<file path="src/rtl/score_keeper_pkg.sv">
// Shared types and constants for the score keeper.
// FSM states, BCD limit, flash timing and status codes.
package score_keeper_pkg;

    typedef enum logic {
        TRACK = 1'b0,
        CLEAR = 1'b1
    } sk_state_t;

    localparam logic [15:0] BCD_MAX    = 16'h9999;
    localparam logic [2:0]  FLASH_HALF = 3'd5;
    localparam logic [4:0]  FLASH_LEN  = 5'd30;

    localparam logic [1:0] ST_PLAY_A = 2'b00;
    localparam logic [1:0] ST_MENU_A = 2'b01;
    localparam logic [1:0] ST_MENU_B = 2'b10;
    localparam logic [1:0] ST_PLAY_B = 2'b11;

endpackage

</file>
<file path="src/rtl/score_keeper_bcd4_inc.sv">
// Four-digit BCD incrementer by 0, 1 or 2.
// Saturates at 9999 instead of rolling over.
module bcd4_inc
    import score_keeper_pkg::*;
(
    input  logic [15:0] bcd_in,
    input  logic [1:0]  step,
    output logic [15:0] bcd_out
);

    logic [4:0]  sum;
    logic [4:0]  adj;
    logic [1:0]  carry;
    logic [15:0] raw;

    always_comb begin
        raw   = '0;
        sum   = '0;
        adj   = '0;
        carry = step;
        for (int i = 0; i < 4; i++) begin
            sum = {1'b0, bcd_in[4*i +: 4]} + {3'b000, carry};
            adj = sum - 5'd10;
            if (sum > 5'd9) begin
                raw[4*i +: 4] = adj[3:0];
                carry = 2'd1;
            end else begin
                raw[4*i +: 4] = sum[3:0];
                carry = 2'd0;
            end
        end
        bcd_out = (carry != 2'd0) ? BCD_MAX : raw;
    end

endmodule

</file>
<file path="src/rtl/score_keeper.sv">
// Score display tracker: BCD current/best score and record flag.
// Define SCORE_KEEPER_FLASH_EN to enable the record blink strobe.
module score_keeper
    import score_keeper_pkg::*;
(
    input  logic        clk_100ms,
    input  logic        rst,
    input  logic [1:0]  status,
    input  logic [15:0] score,
    output logic [15:0] cur_bcd,
    output logic [15:0] best_bcd,
    output logic [15:0] best_score,
    output logic        new_record,
    output logic        flash,
    output logic        synced
);

    sk_state_t   state;
    sk_state_t   state_nxt;
    logic [15:0] shadow;
    logic [15:0] shadow_nxt;
    logic [15:0] cur_nxt;
    logic [15:0] inc_out;
    logic [1:0]  step;
    logic [1:0]  prev_status;
    logic        game_start;
    logic        rec_set;
    logic        nr_nxt;

    always_comb begin
        step = 2'd0;
        if (score > shadow) begin
            step = ((score - shadow) >= 16'd2) ? 2'd2 : 2'd1;
        end
    end

    bcd4_inc u_inc (
        .bcd_in  (cur_bcd),
        .step    (step),
        .bcd_out (inc_out)
    );

    always_comb begin
        state_nxt  = state;
        shadow_nxt = shadow;
        cur_nxt    = cur_bcd;
        unique case (state)
            TRACK: begin
                if (score < shadow) begin
                    state_nxt = CLEAR;
                end else if (step != 2'd0) begin
                    shadow_nxt = shadow + {14'd0, step};
                    cur_nxt    = inc_out;
                end
            end
            CLEAR: begin
                shadow_nxt = '0;
                cur_nxt    = '0;
                state_nxt  = TRACK;
            end
            default: state_nxt = TRACK;
        endcase
    end

    assign synced  = (shadow == score);
    assign rec_set = (state == TRACK) && (shadow > best_score);

    assign game_start =
        ((prev_status == ST_MENU_A) && (status == ST_PLAY_A)) ||
        ((prev_status == ST_MENU_B) && (status == ST_PLAY_B));

    // A record set on the same edge as a restart wins.
    assign nr_nxt = rec_set | (new_record & ~game_start);

    always_ff @(posedge clk_100ms) begin
        if (!rst) begin
            state       <= TRACK;
            shadow      <= '0;
            cur_bcd     <= '0;
            best_bcd    <= '0;
            best_score  <= '0;
            new_record  <= 1'b0;
            prev_status <= ST_MENU_A;
        end else begin
            state       <= state_nxt;
            shadow      <= shadow_nxt;
            cur_bcd     <= cur_nxt;
            new_record  <= nr_nxt;
            prev_status <= status;
            if (rec_set) begin
                best_score <= shadow;
                best_bcd   <= cur_bcd;
            end
        end
    end

`ifdef SCORE_KEEPER_FLASH_EN
    logic [2:0] half_cnt;
    logic [4:0] len_cnt;

    // len_cnt == 0 means the blink sequence is idle.
    always_ff @(posedge clk_100ms) begin
        if (!rst) begin
            flash    <= 1'b0;
            half_cnt <= '0;
            len_cnt  <= '0;
        end else if (nr_nxt && !new_record) begin
            flash    <= 1'b1;
            half_cnt <= 3'd1;
            len_cnt  <= 5'd1;
        end else if (len_cnt != 5'd0) begin
            if (len_cnt == FLASH_LEN) begin
                flash   <= 1'b0;
                len_cnt <= '0;
            end else begin
                len_cnt <= len_cnt + 5'd1;
                if (half_cnt == FLASH_HALF) begin
                    half_cnt <= 3'd1;
                    flash    <= ~flash;
                end else begin
                    half_cnt <= half_cnt + 3'd1;
                end
            end
        end
    end
`else
    assign flash = 1'b0;
`endif

endmodule

</file>
<file path="config.mk">
export PLATFORM = sky130hd
export DESIGN_NAME = score_keeper
export DESIGN_NICKNAME = d
export VERILOG_FILES = /design/src/rtl/score_keeper_pkg.sv /design/src/rtl/score_keeper_bcd4_inc.sv /design/src/rtl/score_keeper.sv
export SDC_FILE = /design/constraint.sdc
export NUM_CORES = 1
export LEC_CHECK = 0
export BUFFER_PORTS_ARGS = -buffer_cell sky130_fd_sc_hd__buf_2
export CAP_MARGIN = 40
export CORE_UTILIZATION = 45
export CTS_CLUSTER_SIZE = 8
export DETAILED_ROUTE_END_ITERATION = 6
export PLACE_DENSITY_LB_ADDON = 0.3
export SYNTH_ARGS = -nofsm -noshare
export SYNTH_HDL_FRONTEND = slang
export SYNTH_SLANG_ARGS = --single-unit
</file>
<file path="constraint.sdc">
create_clock -name clk_100ms -period 7.52 [get_ports clk_100ms]
set_input_delay 0 -clock clk_100ms [delete_from_list [all_inputs] [get_ports clk_100ms]]
set_output_delay 0 -clock clk_100ms [all_outputs]
set_load 0.01 [all_outputs]
</file>
==> results of run 1 <==
-- layout make-up --
type	count	area share
clock inverter	6	0.0193
inverter	44	0.0283
tap	136	0.0292
timing repair buffer	87	0.0845
clock buffer	10	0.0219
sequential	68	0.233
multi-input combinational	460	0.584
-- state kept, by name, summed over array words and instances (netlist names) --
signal	cells
best_bcd	16
best_score	16
new_record	1
shadow	16
cur_bcd	16
prev_status	2
state	1
-- Yosys cell counts, drive strengths merged (4+ instances only) --
cell type and n:
a211o 5, a211oi 6, a21o 8, a21oi 43, a31oi 4, and2 18
buf 13, clkbuf 17, dfxtp 68, ha 45, inv 44, mux2i 37
nand2 40, nand2b 15, nand3 23, nand3b 5, nand4 9, nor2 45
nor2b 21, nor3 16, nor4 11, o211ai 4, o21a 7, o21ai 24
o22ai 4, or3 5, xnor2 19
-- cell families after synthesis --
kind of cell | after synthesis
flops | 68
simple gates | 226
fa+ha+maj | 48
mux | 37
buf+inv | 74
other cells | 1
xor+xnor | 22
compound gates | 125
-- stage by stage --
stage / std cells / utilization / cell area (um2) / setup TNS, ps / setup WS [ps]
2_1_floorplan: 601 / - / 4930 / 0 / 128
3_5_place_dp: 789 / 0.517 / 5410 / -25.9 / -25.9
5_1_grt: 811 / 0.558 / 5840 / -28.7 / -21.1
4_1_cts: 808 / 0.543 / 5680 / 0 / 6.25
3_3_place_gp: 788 / 0.516 / 5400 / 0 / 179
6_report: 811 / 0.558 / 5840 / 0 / 358
-- worst max-delay path by stage --
stage | from | endpoint | slack, ps | cells past startpoint
2_1_floorplan | shadow[0] | cur_bcd[2] | 130 | 35
5_1_grt | shadow[3] | cur_bcd[2] | -20 | 33
3_3_place_gp | shadow[13] | cur_bcd[2] | 180 | 34
4_1_cts | shadow[0] | cur_bcd[2] | 6 | 34
3_5_place_dp | shadow[13] | cur_bcd[2] | -30 | 34
6_report | shadow[9] | cur_bcd[2] | 360 | 34
-- power by group --
part | total [mW] | switching, mW | internal (mW) | leakage [nW]
clock | 0.363 | 0.142 | 0.221 | 0.120
combinational | 0.208 | 0.118 | 0.0899 | 1.90
sequential | 0.378 | 0.00939 | 0.369 | 0.550
-- what timing repair did --
action                                 CTS  global route
pin swaps                                1             2
hold buffers                             2             0
resized for setup                        2            28
endpoints found under the hold margin    2             0
gates cloned                             0             1
setup buffers                            1             2
setup endpoints to repair                2            16
-- metal layers --
layer	part of all wire	GRT usage	vias up
li1	-	-	2263
met2	0.45	0.353	153
met5	0	0	-
met3	0.067	0.0450	23
met4	0.019	0.0841	0
met1	0.46	0.309	2142
-- cells in the final DEF, fill, tap and decap left out, drive strengths merged, types with 3 or more instances in the layout --
cell type,n
o21ai,24
mux2i,37
nor3,16
xor2,3
o22ai,4
a31oi,4
clkbuf,10
a2111oi,3
a211oi,6
clkinv,3
or4,3
nand3,23
xnor2,19
a21o,8
ha,45
nor2,45
bufinv,3
buf,85
nor4b,3
or3,5
a21oi,43
o2111ai,3
nor4,11
nand2,40
inv,44
nand2b,15
nand3b,5
o221a,3
and2,18
o211ai,4
a211o,5
nor3b,3
nand4,9
fa,3
o21a,7
nor2b,21
dfxtp,68
-- critical path: cells and delay by family (launching register included) --
family / cells / cell delay, ps
fa+ha+maj: 9 / 2580
compound gates: 13 / 2520
simple gates: 7 / 1050
buf+inv: 5 / 510
flops: 1 / 410
==> run metrics, run 1 <==
die area 11400 um2; first-pass GRT wire length 20400 um; Core Region 10500 um2; total global routing overflow 0; vias in the first global route 4246; IO Pins 71; Synth Area in Compound Gates 0.170; clk slew on worst S/H paths 80 ps; Die X 107 um; Slew Viols, Final 0; # setup viols final 0; Post-Route WL 12800 um; Critical Path AT 7450 ps; count of standard-cell rows 37; outcome finished clean; critical path launch point type register; Power, Total 949 uW; Hold Startpoint rst; DRT Pass-1 Iters 5; Post-Syn Area 4930 um2; GP Congestion 0.878; largest family of logic cells by synthesized area simple AND/OR/NAND/NOR gates; cell taking the most area after synthesis dfxtp_1; Critical Path RT 7800 ps; synth top area cells dfxtp_1 (28%), ha_1 (11%), mux2i_1 (7.5%); VDD IR max 0.000112 V; post-detail-place hpwl 9590 um; vias per cell 5.65; PwrDens 163 nW/um2; Max Clk Rate 140 MHz; crit-path max FO 10; initial antenna violation count 0; ys flop type dfxtp_1; CTS tree yes; reg-to-reg endpoint cur_bcd[2]; Slew HR 0.568; Cell variety after synth 66; Initial Utilization 0.471; Final Skew 10.8 ps; period utilization 0.952; reg2reg setup slack 360 ps; CTS Buf Count 9; Residual DRC 0; Synthesis Warnings 0; Post-Synth Simple-Gate Area 0.248; Filler cells 993; layout cells sized above 1 0.212; CP Capture Type register; Hold EP prev_status[0]; post-synthesis mux area share 0.0751; EDFF count, synth 0; CP max stage delay 540 ps; Post-Synth Adder-Cell Area 0.126; syn avg cell area 8.21 um2; Leak 2.57 nW; Hold Violations, Final 0; R2R cell count 34; Final #Nets 738; worst min path class in -> reg; hold path cells 2; XOR/XNOR Fraction of Synth Area 0.0391; synthesized netlist cell count 601; Tightest Pin Transition 647 ps; I/O Buffers 69; hold slack 116 ps; largest net degree at the start of global routing 37; Worst R2R Start shadow[9]; Initial DRC Count 294; crit path kind reg -> reg; H-tree Lvls 3; Net Count, Synth 669; Seq. cell area 1360 um2; Async S/R FF share, synth 0; clk sinks 68; Root Buffer Master clkbuf_8; top-area cell type share of the netlist area 0.276; Antenna Cells 0; All-Layer GR Usage 0.227; Clock Path Buffers 2; P&R area growth vs syn 18.3%; wire per inst 15.8 um; later-pin clock latency in the skew report 350 ps; Vias 4581; Slowest cell on crit path fa_1; Min Clock Period, post-route 7160 ps; ANT nets after route 0; Synth Register Bits 68; Die Y 107 um; sequential area share after synthesis 0.276; multi-input logic area 3410 um2; Max-Cap Viols 0
Note: power is estimated with default switching activity, not from simulation.
==> inputs of run 2 (changes only) <==
- BUFFER_PORTS_ARGS: -buffer_cell sky130_fd_sc_hd__buf_2 -> default
- DONT_BUFFER_PORTS: default -> 1
- SYNTH_HIERARCHICAL: default -> 1
==> run 2 against run 1 <==
Sequential cell count unchanged; via count grew 1.5%; global-route usage down 0.37 points; die area grew 2.6%; worst setup slack worse by 17 ps; clock-buffer cell count is 2 higher; non-clock buffer count decreased by 55; clock power fell by 6.9%; critical endpoint is now cur_bcd[11]; largest cell class unchanged; largest power group unchanged.
==> run metrics, run 2 <==
top-area cell type share of the netlist area 0.269; Post-Place Worst Slack -93.0 ps; final worst slack 341 ps; CTS Buf Count 9; post-detail-place hpwl 9450 um; period utilization 0.955; Final #Nets 723; vias per cell 5.81; M1 GR Usage 0.283; Slowest cell on crit path a2111o_1; Synthesis Warnings 6; H-tree Lvls 3; ys flop type dfxtp_1; # setup viols final 0; Post-Synth Adder-Cell Area 0.123; commonest non-fill, non-tap cells in the layout nand2_1 (120), dfxtp_1 (68), inv_1 (51); Slew HR 0.551; top cells by instance count after synthesis nand2_1 (120), dfxtp_1 (68), inv_1 (51); synth top area cells dfxtp_1 (27%), ha_1 (11%), nand2_1 (8.9%); first-pass GRT wire length 20700 um; most used routing layer met2; Net Count, Synth 718; multi-input logic area 3450 um2; count of standard-cell rows 38; crit-path max FO 7; GP Congestion 0.894; syn avg cell area 7.79 um2; outcome finished clean; commonest non-fill, non-tap cell in the layout nand2_1; CP max stage delay 410 ps; Clock Path Buffers 2; Root Buffer Master clkbuf_8; Core Region 10900 um2; clk slew on worst S/H paths 80 ps; placed cell count 775; hold slack 11.8 ps; total global routing overflow 0; Async S/R FF share, synth 0; Max Clk Rate 139 MHz; layout cells sized above 1 0.108; Synth Register Bits 68; PwrDens 157 nW/um2; Hold Violations, Final 0; ANT nets after route 0; Slew Viols, Final 0; Synth Area in Compound Gates 0.208; die area 11700 um2; Post-Syn Area 5060 um2; Initial Utilization 0.465; Filler cells 992; P&R area growth vs syn 12.4%; Final Non-Filler Cells 800; cell taking the most area after synthesis dfxtp_1; All-Layer GR Usage 0.223; Critical Path AT 7390 ps; IO Pins 71; VDD IR max 0.000109 V; XOR/XNOR Fraction of Synth Area 0.0208; crit path kind reg -> reg; CTS tree yes; Cell variety after synth 73; Leak 2.09 nW; Initial DRC Count 263; later-pin clock latency in the skew report 350 ps; most common cell in the netlist nand2_1; clk sinks 68; sequential area share after synthesis 0.269; synthesized netlist cell count 650; vias in the first global route 4396; Min Clock Period, post-route 7180 ps; CP Capture Type register; Residual DRC 0; GR Layer Usage met3 0.0542; largest net degree at the start of global routing 69; DRT Pass-1 Iters 5; worst min path class in -> reg; Post-Route WL 12800 um; Vias 4649; initial antenna violation count 0; Tightest Pin Transition 673 ps; post-synthesis mux area share 0.0714; wire per inst 16.0 um; EDFF count, synth 0; Antenna Cells 0; Critical Path RT 7730 ps; Post-Synth Simple-Gate Area 0.230; critical path launch point type register; Final Skew 9.18 ps; Max-Cap Viols 0; setup_tns 0 ps; I/O Buffers 0; largest family of logic cells by synthesized area simple AND/OR/NAND/NOR gates; Seq. cell area 1360 um2; grt met2 use 0.364; Die Y 108 um; Die X 108 um
[run 2: cell count changes in the layout (fill, tap and decap cells not counted), sizes merged, moves of 12 or more]
cell   delta
nand2    +82
and2     -15
nor2     -24
buf      -58
nor2b    -12
[run 2: critical path, delay by kind of cell (launching register included)]
kind | cells | cell delay (ps)
AOI/OAI and AO/OA | 10 | 2380
and+or+nand+nor | 11 | 1360
adders and majority gates | 10 | 2710
DFF | 1 | 330
buffers and inverters | 1 | 50
xor gates and xnor gates | 1 | 190
[run 2: worst paths after layout]
path / slack [ps] / cells after the start / from / end
min: 10 / 2 / rst / new_record
max reg2reg: 340 / 33 / shadow[0] / cur_bcd[11]
max: 340 / 33 / shadow[0] / cur_bcd[11]
min reg2reg: 510 / 2 / best_bcd[15] / best_bcd[15]
[run 2: layer usage]
metal | vias to the layer above | part of all wire
li1 | 2303 | -
met1 | 2191 | 0.46
met2 | 138 | 0.45
met3 | 17 | 0.066
met4 | 0 | 0.019
met5 | - | 0
[run 2: cells by family after synthesis]
group / Yosys count
AO/OA/AOI/OAI: 152
XOR/XNOR: 12
adder cells (fa/ha/maj): 48
buffers and inverters: 91
flip-flops: 68
multiplexers: 36
other: 1
AND/OR/NAND/NOR: 242
[run 2: stage by stage]
stage | total power, mW | utilization | cell area (um2)
after global routing | 0.934 | 0.523 | 5690
final | 0.893 | 0.523 | 5690
after floorplan | 0.514 | - | 5060
after detailed placement | 0.550 | 0.482 | 5250
after CTS | 0.896 | 0.510 | 5550
after global placement | 0.542 | 0.479 | 5220
[run 2: final cells by class]
| type | instances | area share |
|---|---|---|
| inverters | 52 | 0.0343 |
| clock buffers | 12 | 0.0255 |
| well taps | 140 | 0.0308 |
| flip-flops and latches | 68 | 0.239 |
| multi-input cells | 492 | 0.606 |
| repair buffers | 32 | 0.0515 |
| clock inverters | 4 | 0.0128 |
[run 2: power by group]
group	total [mW]	leakage (nW)	internal, mW	switching, mW
Clock	0.338	0.107	0.196	0.142
Combinational	0.183	1.44	0.0796	0.103
Sequential	0.373	0.549	0.365	0.00752
[run 2: what timing repair did]
action / 4_1_cts / 5_1_grt
endpoints found under the hold margin: 37 / 0
pin swaps: 0 / 4
hold buffers: 6 / 0
buffers inserted: 0 / 2
resized for setup: 2 / 17
gates cloned: 0 / 1
setup endpoints to repair: 14 / 15
